File: src/rtl/mandel_pkg.sv
// Shared constants, dispatcher state encoding and width helper for the
// pixel dispatcher slice.
package mandel_pkg;

    localparam int H_RES = 640;
    localparam int V_RES = 480;
    localparam int X_W   = 10;
    localparam int Y_W   = 9;

    typedef enum logic [1:0] {
        IDLE  = 2'd0,
        SCAN  = 2'd1,
        DRAIN = 2'd2
    } disp_state_t;

    // Index width for a one-of-n selector; never narrower than one bit.
    function automatic int idx_width(input int n);
        return (n > 1) ? $clog2(n) : 1;
    endfunction

endpackage

File: src/rtl/pixel_dispatcher_if.sv
// Engine-array bus: per-engine start/eol pulses, held pixel coordinates and
// c value from the dispatcher, and per-engine done levels back from engines.
interface pixel_dispatcher_if #(
    parameter int NUM_ENGINES = 4,
    parameter int WORD_LENGTH = 32
);
    import mandel_pkg::*;

    logic [NUM_ENGINES-1:0]                  eng_start;
    logic [NUM_ENGINES-1:0]                  eng_eol;
    logic [NUM_ENGINES-1:0][X_W-1:0]         eng_x;
    logic [NUM_ENGINES-1:0][Y_W-1:0]         eng_y;
    logic [NUM_ENGINES-1:0][WORD_LENGTH-1:0] eng_re_c;
    logic [NUM_ENGINES-1:0][WORD_LENGTH-1:0] eng_im_c;
    logic [NUM_ENGINES-1:0]                  eng_done;

    modport master (
        output eng_start, eng_eol, eng_x, eng_y, eng_re_c, eng_im_c,
        input  eng_done
    );

    modport slave (
        input  eng_start, eng_eol, eng_x, eng_y, eng_re_c, eng_im_c,
        output eng_done
    );

endinterface

File: src/rtl/free_engine_picker.sv
// Lowest-index priority encoder over the free (not busy) engines.
module free_engine_picker
    import mandel_pkg::*;
#(
    parameter int NUM_ENGINES = 4,
    parameter int IDX_W       = idx_width(NUM_ENGINES)
) (
    input  logic [NUM_ENGINES-1:0] busy_mask,
    output logic                   valid,
    output logic [IDX_W-1:0]       index
);

    // Scan from the top down so the lowest free index is the last one written.
    always_comb begin
        // NOTE: outputs get defaults before the loop so no path infers a latch.
        valid = 1'b0;
        index = '0;
        for (int i = NUM_ENGINES - 1; i >= 0; i--) begin
            if (!busy_mask[i]) begin
                valid = 1'b1;
                index = IDX_W'(i);
            end
        end
    end

endmodule

File: src/rtl/pixel_dispatcher.sv
// Raster-scans one frame and issues each pixel's c value to the lowest free
// depth engine, holding that engine's x/y/c until it is issued again.
module pixel_dispatcher #(
    parameter int NUM_ENGINES = 4,
    parameter int WORD_LENGTH = 32,
    parameter int FRAC        = 28,
    parameter int H_RES       = mandel_pkg::H_RES,
    parameter int V_RES       = mandel_pkg::V_RES
) (
    input  logic                   sysclk,
    input  logic                   reset,
    input  logic                   frame_start,
    input  logic [WORD_LENGTH-1:0] re_origin,
    input  logic [WORD_LENGTH-1:0] im_origin,
    input  logic [WORD_LENGTH-1:0] step,
    pixel_dispatcher_if.master     eng,
    output logic                   busy,
    output logic                   frame_done
);

    localparam int X_W   = mandel_pkg::X_W;
    localparam int Y_W   = mandel_pkg::Y_W;
    localparam int IDX_W = mandel_pkg::idx_width(NUM_ENGINES);

    // Reject configurations the counters or fixed-point format cannot hold.
    if (NUM_ENGINES < 1 || NUM_ENGINES > 16 || FRAC >= WORD_LENGTH ||
        H_RES < 1 || H_RES > (1 << X_W) || V_RES < 1 || V_RES > (1 << Y_W)) begin : g_param_check
        $error("pixel_dispatcher: unsupported parameter set");
    end

    mandel_pkg::disp_state_t state;

    logic [NUM_ENGINES-1:0] busy_mask;
    logic [NUM_ENGINES-1:0] done_q;
    logic [NUM_ENGINES-1:0] done_rise;
    logic [X_W-1:0]         x;
    logic [Y_W-1:0]         y;
    logic [WORD_LENGTH-1:0] cur_re;
    logic [WORD_LENGTH-1:0] cur_im;
    logic [WORD_LENGTH-1:0] re_org_q;
    logic [WORD_LENGTH-1:0] step_q;

    logic                   pick_valid;
    logic [IDX_W-1:0]       pick_idx;
    logic [NUM_ENGINES-1:0] pick_onehot;
    logic                   last_col;
    logic                   last_row;

    free_engine_picker #(
        .NUM_ENGINES(NUM_ENGINES),
        .IDX_W      (IDX_W)
    ) u_picker (
        .busy_mask(busy_mask),
        .valid    (pick_valid),
        .index    (pick_idx)
    );

    // A completion is the rising edge of done; a level left over from the
    // previous pixel is not an edge and never frees the engine.
    assign done_rise   = eng.eng_done & ~done_q;
    assign pick_onehot = NUM_ENGINES'(1) << pick_idx;
    assign last_col    = (x == X_W'(H_RES - 1));
    assign last_row    = (y == Y_W'(V_RES - 1));
    assign busy        = (state != mandel_pkg::IDLE);

    // Frame FSM, engine bookkeeping and registered engine outputs.
    always_ff @(posedge sysclk or posedge reset) begin
        if (reset) begin
            // NOTE: the held engine registers are reset too, so engines sharing
            // this reset never see stale coordinates after a mid-frame abort.
            state        <= mandel_pkg::IDLE;
            busy_mask    <= '0;
            done_q       <= '0;
            x            <= '0;
            y            <= '0;
            cur_re       <= '0;
            cur_im       <= '0;
            re_org_q     <= '0;
            step_q       <= '0;
            frame_done   <= 1'b0;
            eng.eng_start <= '0;
            eng.eng_eol   <= '0;
            eng.eng_x     <= '0;
            eng.eng_y     <= '0;
            eng.eng_re_c  <= '0;
            eng.eng_im_c  <= '0;
        end else begin
            // NOTE: non-blocking throughout so every decision uses pre-edge state.
            done_q        <= eng.eng_done;
            busy_mask     <= busy_mask & ~done_rise;
            eng.eng_start <= '0;
            eng.eng_eol   <= '0;
            frame_done    <= 1'b0;

            case (state)
                mandel_pkg::IDLE: begin
                    if (frame_start) begin
                        state    <= mandel_pkg::SCAN;
                        x        <= '0;
                        y        <= '0;
                        cur_re   <= re_origin;
                        cur_im   <= im_origin;
                        re_org_q <= re_origin;
                        step_q   <= step;
                    end
                end

                mandel_pkg::SCAN: begin
                    if (pick_valid) begin
                        eng.eng_start[pick_idx] <= 1'b1;
                        eng.eng_eol[pick_idx]   <= last_col;
                        eng.eng_x[pick_idx]     <= x;
                        eng.eng_y[pick_idx]     <= y;
                        eng.eng_re_c[pick_idx]  <= cur_re;
                        eng.eng_im_c[pick_idx]  <= cur_im;
                        busy_mask <= (busy_mask & ~done_rise) | pick_onehot;

                        if (last_col) begin
                            x      <= '0;
                            cur_re <= re_org_q;
                            cur_im <= cur_im - step_q;
                            if (last_row) begin
                                state <= mandel_pkg::DRAIN;
                            end else begin
                                y <= y + Y_W'(1);
                            end
                        end else begin
                            x      <= x + X_W'(1);
                            cur_re <= cur_re + step_q;
                        end
                    end
                end

                mandel_pkg::DRAIN: begin
                    if (busy_mask == '0) begin
                        state      <= mandel_pkg::IDLE;
                        frame_done <= 1'b1;
                    end
                end

                default: state <= mandel_pkg::IDLE;
            endcase
        end
    end

endmodule

File: src/flat_wrapper.sv
// flat-port wrapper written by rule: the top's interface ports become plain ports
module pixel_dispatcher_flat 
#(
    parameter int NUM_ENGINES = 4,
    parameter int WORD_LENGTH = 32,
    parameter int FRAC        = 28,
    parameter int H_RES       = mandel_pkg::H_RES,
    parameter int V_RES       = mandel_pkg::V_RES
)
  (sysclk, reset, frame_start, re_origin, im_origin, step, busy, frame_done, eng_eng_start, eng_eng_eol, eng_eng_x, eng_eng_y, eng_eng_re_c, eng_eng_im_c, eng_eng_done);
  pixel_dispatcher_if #(.NUM_ENGINES(NUM_ENGINES), .WORD_LENGTH(WORD_LENGTH)) eng_i ();
  input  logic sysclk;
  input  logic reset;
  input  logic frame_start;
  input  logic [WORD_LENGTH-1:0] re_origin;
  input  logic [WORD_LENGTH-1:0] im_origin;
  input  logic [WORD_LENGTH-1:0] step;
  output logic busy;
  output logic frame_done;
  output wire logic [$bits(eng_i.eng_start)-1:0] eng_eng_start;
  output wire logic [$bits(eng_i.eng_eol)-1:0] eng_eng_eol;
  output wire logic [$bits(eng_i.eng_x)-1:0] eng_eng_x;
  output wire logic [$bits(eng_i.eng_y)-1:0] eng_eng_y;
  output wire logic [$bits(eng_i.eng_re_c)-1:0] eng_eng_re_c;
  output wire logic [$bits(eng_i.eng_im_c)-1:0] eng_eng_im_c;
  input wire logic [$bits(eng_i.eng_done)-1:0] eng_eng_done;
  assign eng_eng_start = eng_i.eng_start;
  assign eng_eng_eol = eng_i.eng_eol;
  assign eng_eng_x = eng_i.eng_x;
  assign eng_eng_y = eng_i.eng_y;
  assign eng_eng_re_c = eng_i.eng_re_c;
  assign eng_eng_im_c = eng_i.eng_im_c;
  assign eng_i.eng_done = eng_eng_done;
  pixel_dispatcher #(.NUM_ENGINES(NUM_ENGINES), .WORD_LENGTH(WORD_LENGTH), .FRAC(FRAC), .H_RES(H_RES), .V_RES(V_RES)) u_core (.sysclk(sysclk), .reset(reset), .frame_start(frame_start), .re_origin(re_origin), .im_origin(im_origin), .step(step), .eng(eng_i), .busy(busy), .frame_done(frame_done));
endmodule
File: config.mk
export PLATFORM = sky130hd
export DESIGN_NAME = pixel_dispatcher_flat
export DESIGN_NICKNAME = d
export VERILOG_FILES = /design/src/rtl/mandel_pkg.sv /design/src/rtl/pixel_dispatcher_if.sv /design/src/rtl/free_engine_picker.sv /design/src/rtl/pixel_dispatcher.sv /design/src/flat_wrapper.sv
export SDC_FILE = /design/constraint.sdc
export NUM_CORES = 1
export LEC_CHECK = 0
export BUFFER_PORTS_ARGS = -buffer_cell sky130_fd_sc_hd__buf_4
export CAP_MARGIN = 20
export CORE_ASPECT_RATIO = 1.2
export CORE_MARGIN = 5
export CORE_UTILIZATION = 50
export CTS_CLUSTER_DIAMETER = 30
export DETAILED_ROUTE_END_ITERATION = 8
export HOLD_SLACK_MARGIN = 0.15
export PLACE_DENSITY = 0.84
export SYNTH_ARGS = -nofsm -noshare
export SYNTH_HDL_FRONTEND = slang
export SYNTH_SLANG_ARGS = --single-unit
export TNS_END_PERCENT = 10
File: constraint.sdc
create_clock -name sysclk -period 15.32 [get_ports sysclk]
set_input_delay 1.532 -clock sysclk [delete_from_list [all_inputs] [get_ports sysclk]]
set_output_delay 1.532 -clock sysclk [all_outputs]
set_load 0.03 [all_outputs]
---- After elaboration in Yosys (flattened, before gate mapping) ----
Index checks and enable logic that the tools add are counted.
storage, ports and cells
  bits of input ports ..................... 103
  output and inout port bits .............. 342
  flip-flop bits (word level) ............. 498
cells by class
  $lt $le $gt $ge ......................... 2
  shift-type cells ........................ 1
  muxes and demuxes ....................... 51
  $add $sub $neg .......................... 4
  reductions and logical operators ........ 11
  bitwise gates (word level) .............. 6
  eq/ne operators ......................... 10
operators by type and width
  kind                   count
  $bwmux 128             2
  $mux 32                7
  $pmux 32 s2            2
  $demux 32 s2           1
  $mux 9                 5
  $bwmux 40              1
  $mux 10                4
  $bwmux 36              1
  $add 32x32->32         1
  $sub 32x32->32         1
  $mux 4                 6
  $demux 10 s2           1
  $pmux 10 s2            1
  $demux 9 s2            1
  $mux 2                 9
  $pmux 9 s2             1
  $and 4x4->4            3
  $add 10x1->10 const B  1
  $eq 10x10->1 const B   1
  $reduce_and 5->1       2
  $add 9x1->9 const B    1
  $eq 9x9->1 const B     1
  $ne 2x1->1 const B     4
  $not 4->4              2
  other kinds (17)       26

---- Logic depth before layout (Yosys ltp) ----
  word-level depth ........................ 11
  mapped depth ............................ 13
  gate-level depth less buffers ........... 13

---- Hierarchy ----
From an unflattened synthesis, not the netlist that was laid out.
second synthesis, totals
  cells, all modules ...................... 2274
  area, all modules ....................... 22430.3 µm²
modules (own cells, without submodules)
  module              area an instance (µm²)  instances  cells an instance  seq. area each (µm²)
  pixel_dispatcher    22401.5                 1          2269               12462.0
  free_engine_picker  28.8                    1          5                  0.0

---- Worst setup path before layout ----
Ideal clock, no wire load.
  path kind ............................... flip-flop to flip-flop
  start point ............................. register u_core.cur_im[0]
  end point ............................... register u_core.cur_im[30]
  library setup time ...................... 0.092 ns
  arrival ................................. 3.008 ns
  cell stages (with the launch flop) ...... 14
  buffers on the path ..................... 0
  slack ................................... 12.220 ns
  cells stage by stage .................... dfrtp_1 > inv_1 > ha_1 > fa_1 > and2b_1 > o21a_2 > o21ai_2 > a211o_1 > a21bo_1 > or4_1 > a21oi_2 > a41oi_1 > xor2_1 > o31ai_2
on the way
  longest elaborated chain between the ends .. 4
ends and longest elaborated chain
  element                   RTL line                 source
  start: declaration        pixel_dispatcher.sv:39   logic [WORD_LENGTH-1:0] cur_im;
  start signal: assignment  pixel_dispatcher.sv:102  cur_im <= im_origin;
  start signal: assignment  pixel_dispatcher.sv:121  cur_im <= cur_im - step_q;
  $sub 32x32->32            pixel_dispatcher.sv:121
  $mux 32                   pixel_dispatcher.sv:118  if (last_col) begin
  $mux 32                   pixel_dispatcher.sv:109  if (pick_valid) begin
  $pmux 32 s2               pixel_dispatcher.sv:95   case (state)
No other way between the ends. The select of a mux whose other input is x is not followed.
A chain may end at the register's enable or synchronous reset.

---- Final worst setup path ----
  start point ............................. input port frame_start
  end point ............................... register u_core.cur_im[31]
on the way
  longest elaborated chain between the ends .. 2
ends and longest elaborated chain
  element                            RTL line            source
  start: declaration                 flat_wrapper.sv:14  input logic frame_start;
  $ne 2x2->1 (no source line)        n/a
  $reduce_and 4->1 (no source line)  n/a
No other way between the ends.

==> impl_results.md <==
- Relative slew margins: 26.9%
- Unrepaired setup endpoints after global routing: no
- WS Path Type: input port to flip-flop
- Initial antenna violation count: 10
- Met3 wire len: 5060 um
- Slowest cell on the critical path: nand2_1
- Final WS setup: 11.59 ns
- Worst-margin pin slew: 1.10 ns
- Synth area leader: dfrtp_1
- Arr. time, crit path: 4.20 ns
- GP Congestion: 0.956
- Top FF cell, synth: dfrtp_1
- Clock sinks: 498
- Pwr per Cell Area: 201 nW/um^2
- DR top layer: met5
- Switching share of total power: 35.5%
- DR pass1 iterations: 6
- Die footprint: 48800 um^2
- Row cnt: 84
- Die height: 241 um
- Clock power frac: 35.4%
- Max Buffers Root-to-Sink: 3
- Post_cts resized: 0
- Grt ovf: 0
- Worst slack, placed: 11.06 ns
- H-tree depth: 3
- Layout Nets: 2540
- Final setup violation count: 0
- Worst vdd ir: 145 uV
- Crit-path max cell delay: 0.79 ns
- IO Count: 445
- Internal Power: 0.00382 W
- Max Cap Viol: 0
- Metal1 wirelength: 26200 um
- GRT Overall Usage: 27.4%
- Initial DRC Count: 1427
- Clock-pin slew on the worst setup and hold paths: 0.05 ns
- Synth Register Bits: 498
- Via count: 17200
- Mapped Area: 22300 um^2
- Share of the synthesized area in the top cell type: 56.0%
- Synthesized area per cell: 11.7 um^2
- Num CTS Buffers: 92
- Yosys cell types: 67
- Worst-Skew Late Latency: 0.61 ns
- Setup crit end kind: flip-flop
- EDFF count, synth: 0
- Layout cells sized above 1: 39.9%
- Maximum clock rate: 268 MHz
- Met2 WL: 33400 um
- Core ar.: 43900 um^2
- Synth async-reset ratio: 100%
- Die Wd: 203 um
- Number of buffers added on ports: 444
- Hold WC Path Type: flip-flop to flip-flop
- WL/cell: 22.5 um
- Layout area overhead: 32.5%
- DRT antenna net count: 0
- Required arrival time at the worst endpoint: 15.79 ns
- Post-synthesis cell count: 1904
- Via density: 5.72
- Max Clock Skew: 0.0178 ns
- Warnings from Yosys: 0
- Final HPWL DP: 45900 um
- Final core utilization: 67.1%
- Hold_ws: 0.462 ns
- Detailed Route WL: 67800 um
- Root Buffer: clkbuf_16
- TritonCTS clock tree: yes
- Top Family by Delay on Critical Path: simple AND/OR/NAND/NOR gates
- Setup repair bufs after CTS: 0
- Worst path bufs/invs: 2
- Hold Vio Cnt, Final: 0
- CP Cell Sequence: buf_4, nand2_2, nand2_1, nand2_1, buf_4, nor2_1, o22ai_1, mux2i_1
- # DRC: 0
- Leakage: 14.3 nW
- Fillers: 3032
- Period utilization: 24.3%
- Initial core utilization: 50.6%
- Pin count of the biggest net entering global routing: 167
- Minimum clock period: 3.73 ns
- Seq/Total Area, Yosys: 56.0%
- Net Count, Synth: 2073
- Maximum net fanout on the critical path: 47
- Most frequent cell after synthesis: dfrtp_1
- Combinational group share of total power: 33.0%
- CP startpoint kind: input port
- Status: completed
- Vias in the first global route: 18400
- Most frequent cells after synthesis: dfrtp_1, mux2_2, nand2_1
- Overall Power: 0.00592 W
- Sw power: 0.00210 W
- Cts hold-fix bufs: 0
- Setup_tns: 0 ns
- Max Transition Viols Final: 0
- Global-route wire length before repair: 105000 um
- Seq pwr share: 31.7%
- Synth top area cells: dfrtp_1, mux2_2, nand2_1, ha_1, o21ai_0
per-layer routing:
| metal | track usage [%] | up-vias |
|---|---|---|
| li1 | - | 7707 |
| met1 | 33.0 | 8579 |
| met3 | 7.04 | 205 |
| met2 | 45.9 | 750 |
| met5 | 0 | - |
| met4 | 13.9 | 2 |
worst reg2reg max path, stage by stage (launching register included):
cell,delay [ns]
dfrtp_1,0.44
inv_1,0.09
ha_1,0.21
fa_1,0.40
and2b_1,0.23
o21a_2,0.13
o21ai_2,0.07
a211o_1,0.33
a21bo_1,0.25
or4_1,0.55
a21oi_2,0.24
a41oi_1,0.17
xor2_1,0.17
o31ai_2,0.19
stage by stage:
stage	instance area, um^2	cells
6_report	29500	3016
5_1_grt	29500	3015
4_1_cts	29400	3004
3_5_place_dp	26200	2833
3_3_place_gp	26200	2833
2_1_floorplan	22300	1904
final cells by class:
type / count / area, um^2 / area share (%)
inverter: 43 / 165 / 0.560
timing repair buffer: 467 / 3570 / 12.1
tap: 559 / 699 / 2.37
clock buffer: 117 / 2520 / 8.54
clock inverter: 54 / 721 / 2.44
sequential: 498 / 12500 / 42.3
multi-input combinational: 1269 / 9330 / 31.6
antenna: 9 / 22.5 / 0.0764
cells by family (layout without fill, tap and decap cells):
family | after synthesis | count (layout) | synth area share (%)
flip-flops | 498 | 498 | 56.0
adder cells (fa/ha/maj) | 66 | 66 | 3.78
multiplexers | 336 | 336 | 17.0
AO/OA/AOI/OAI | 378 | 378 | 10.2
XOR/XNOR | 56 | 56 | 2.20
buffers and inverters | 137 | 681 | 2.31
AND/OR/NAND/NOR | 433 | 433 | 8.51
other | 0 | 9 | 0
power groups by stage:
| stage | combinational [W] | clock, W | sequential [W] |
|---|---|---|---|
| 2_1_floorplan | 0.000910 | 0 | 0.00219 |
| 3_3_place_gp | 0.00188 | 0 | 0.00187 |
| 3_5_place_dp | 0.00193 | 0 | 0.00189 |
| 4_1_cts | 0.00195 | 0.00212 | 0.00187 |
| 5_1_grt | 0.00209 | 0.00219 | 0.00190 |
| 6_report | 0.00195 | 0.00209 | 0.00187 |
sequential cells by signal (all words and copies together) (netlist names), 9 cells and up:
| signal | flops |
|---|---|
| u_core.eng.eng_x | 40 |
| u_core.cur_re | 32 |
| u_core.re_org_q | 32 |
| u_core.x | 10 |
| u_core.eng.eng_re_c | 128 |
| u_core.cur_im | 32 |
| u_core.step_q | 32 |
| u_core.y | 9 |
| u_core.eng.eng_im_c | 128 |
| u_core.eng.eng_y | 36 |
worst paths after layout:
kind,endpoint,start,cells past startpoint,slack (ns)
worst max register to register,u_core.cur_im[30],u_core.cur_im[0],13,11.75
min in group asynchronous,u_core.eng.eng_re_c[5],reset,2,0.83
worst max-delay path,u_core.cur_im[31],frame_start,8,11.59
worst min register to register,u_core.busy_mask[0],u_core.done_q[0],1,0.46
worst min-delay path,u_core.busy_mask[0],u_core.done_q[0],1,0.46
max in group asynchronous,u_core.eng.eng_re_c[107],reset,5,12.19
layout by cell type, fill, tap and decap left out, types with 7 or more instances in the layout:
master | synthesis | layout
nor3_1 | 15 | 14
diode_2 | 0 | 9
dfrtp_1 | 498 | 498
nand2_1 | 236 | 235
nor2_1 | 76 | 73
clkbuf_16 | 0 | 94
mux2_2 | 333 | 333
o21ai_0 | 121 | 121
ha_1 | 64 | 64
clkinvlp_4 | 0 | 14
xnor2_1 | 30 | 30
clkbuf_1 | 81 | 15
clkbuf_8 | 0 | 8
o211ai_1 | 10 | 10
or3_1 | 13 | 13
clkinv_4 | 0 | 7
a21o_1 | 47 | 47
a21oi_1 | 120 | 119
nand3_1 | 31 | 31
xor2_1 | 26 | 26
a31oi_1 | 11 | 11
nand2b_1 | 10 | 9
bufinv_16 | 0 | 13
inv_6 | 0 | 13
nand4_1 | 10 | 10
inv_1 | 43 | 42
buf_4 | 0 | 463
a211oi_1 | 12 | 12
and3_1 | 11 | 11
Note: power is estimated with default switching activity, not from simulation.
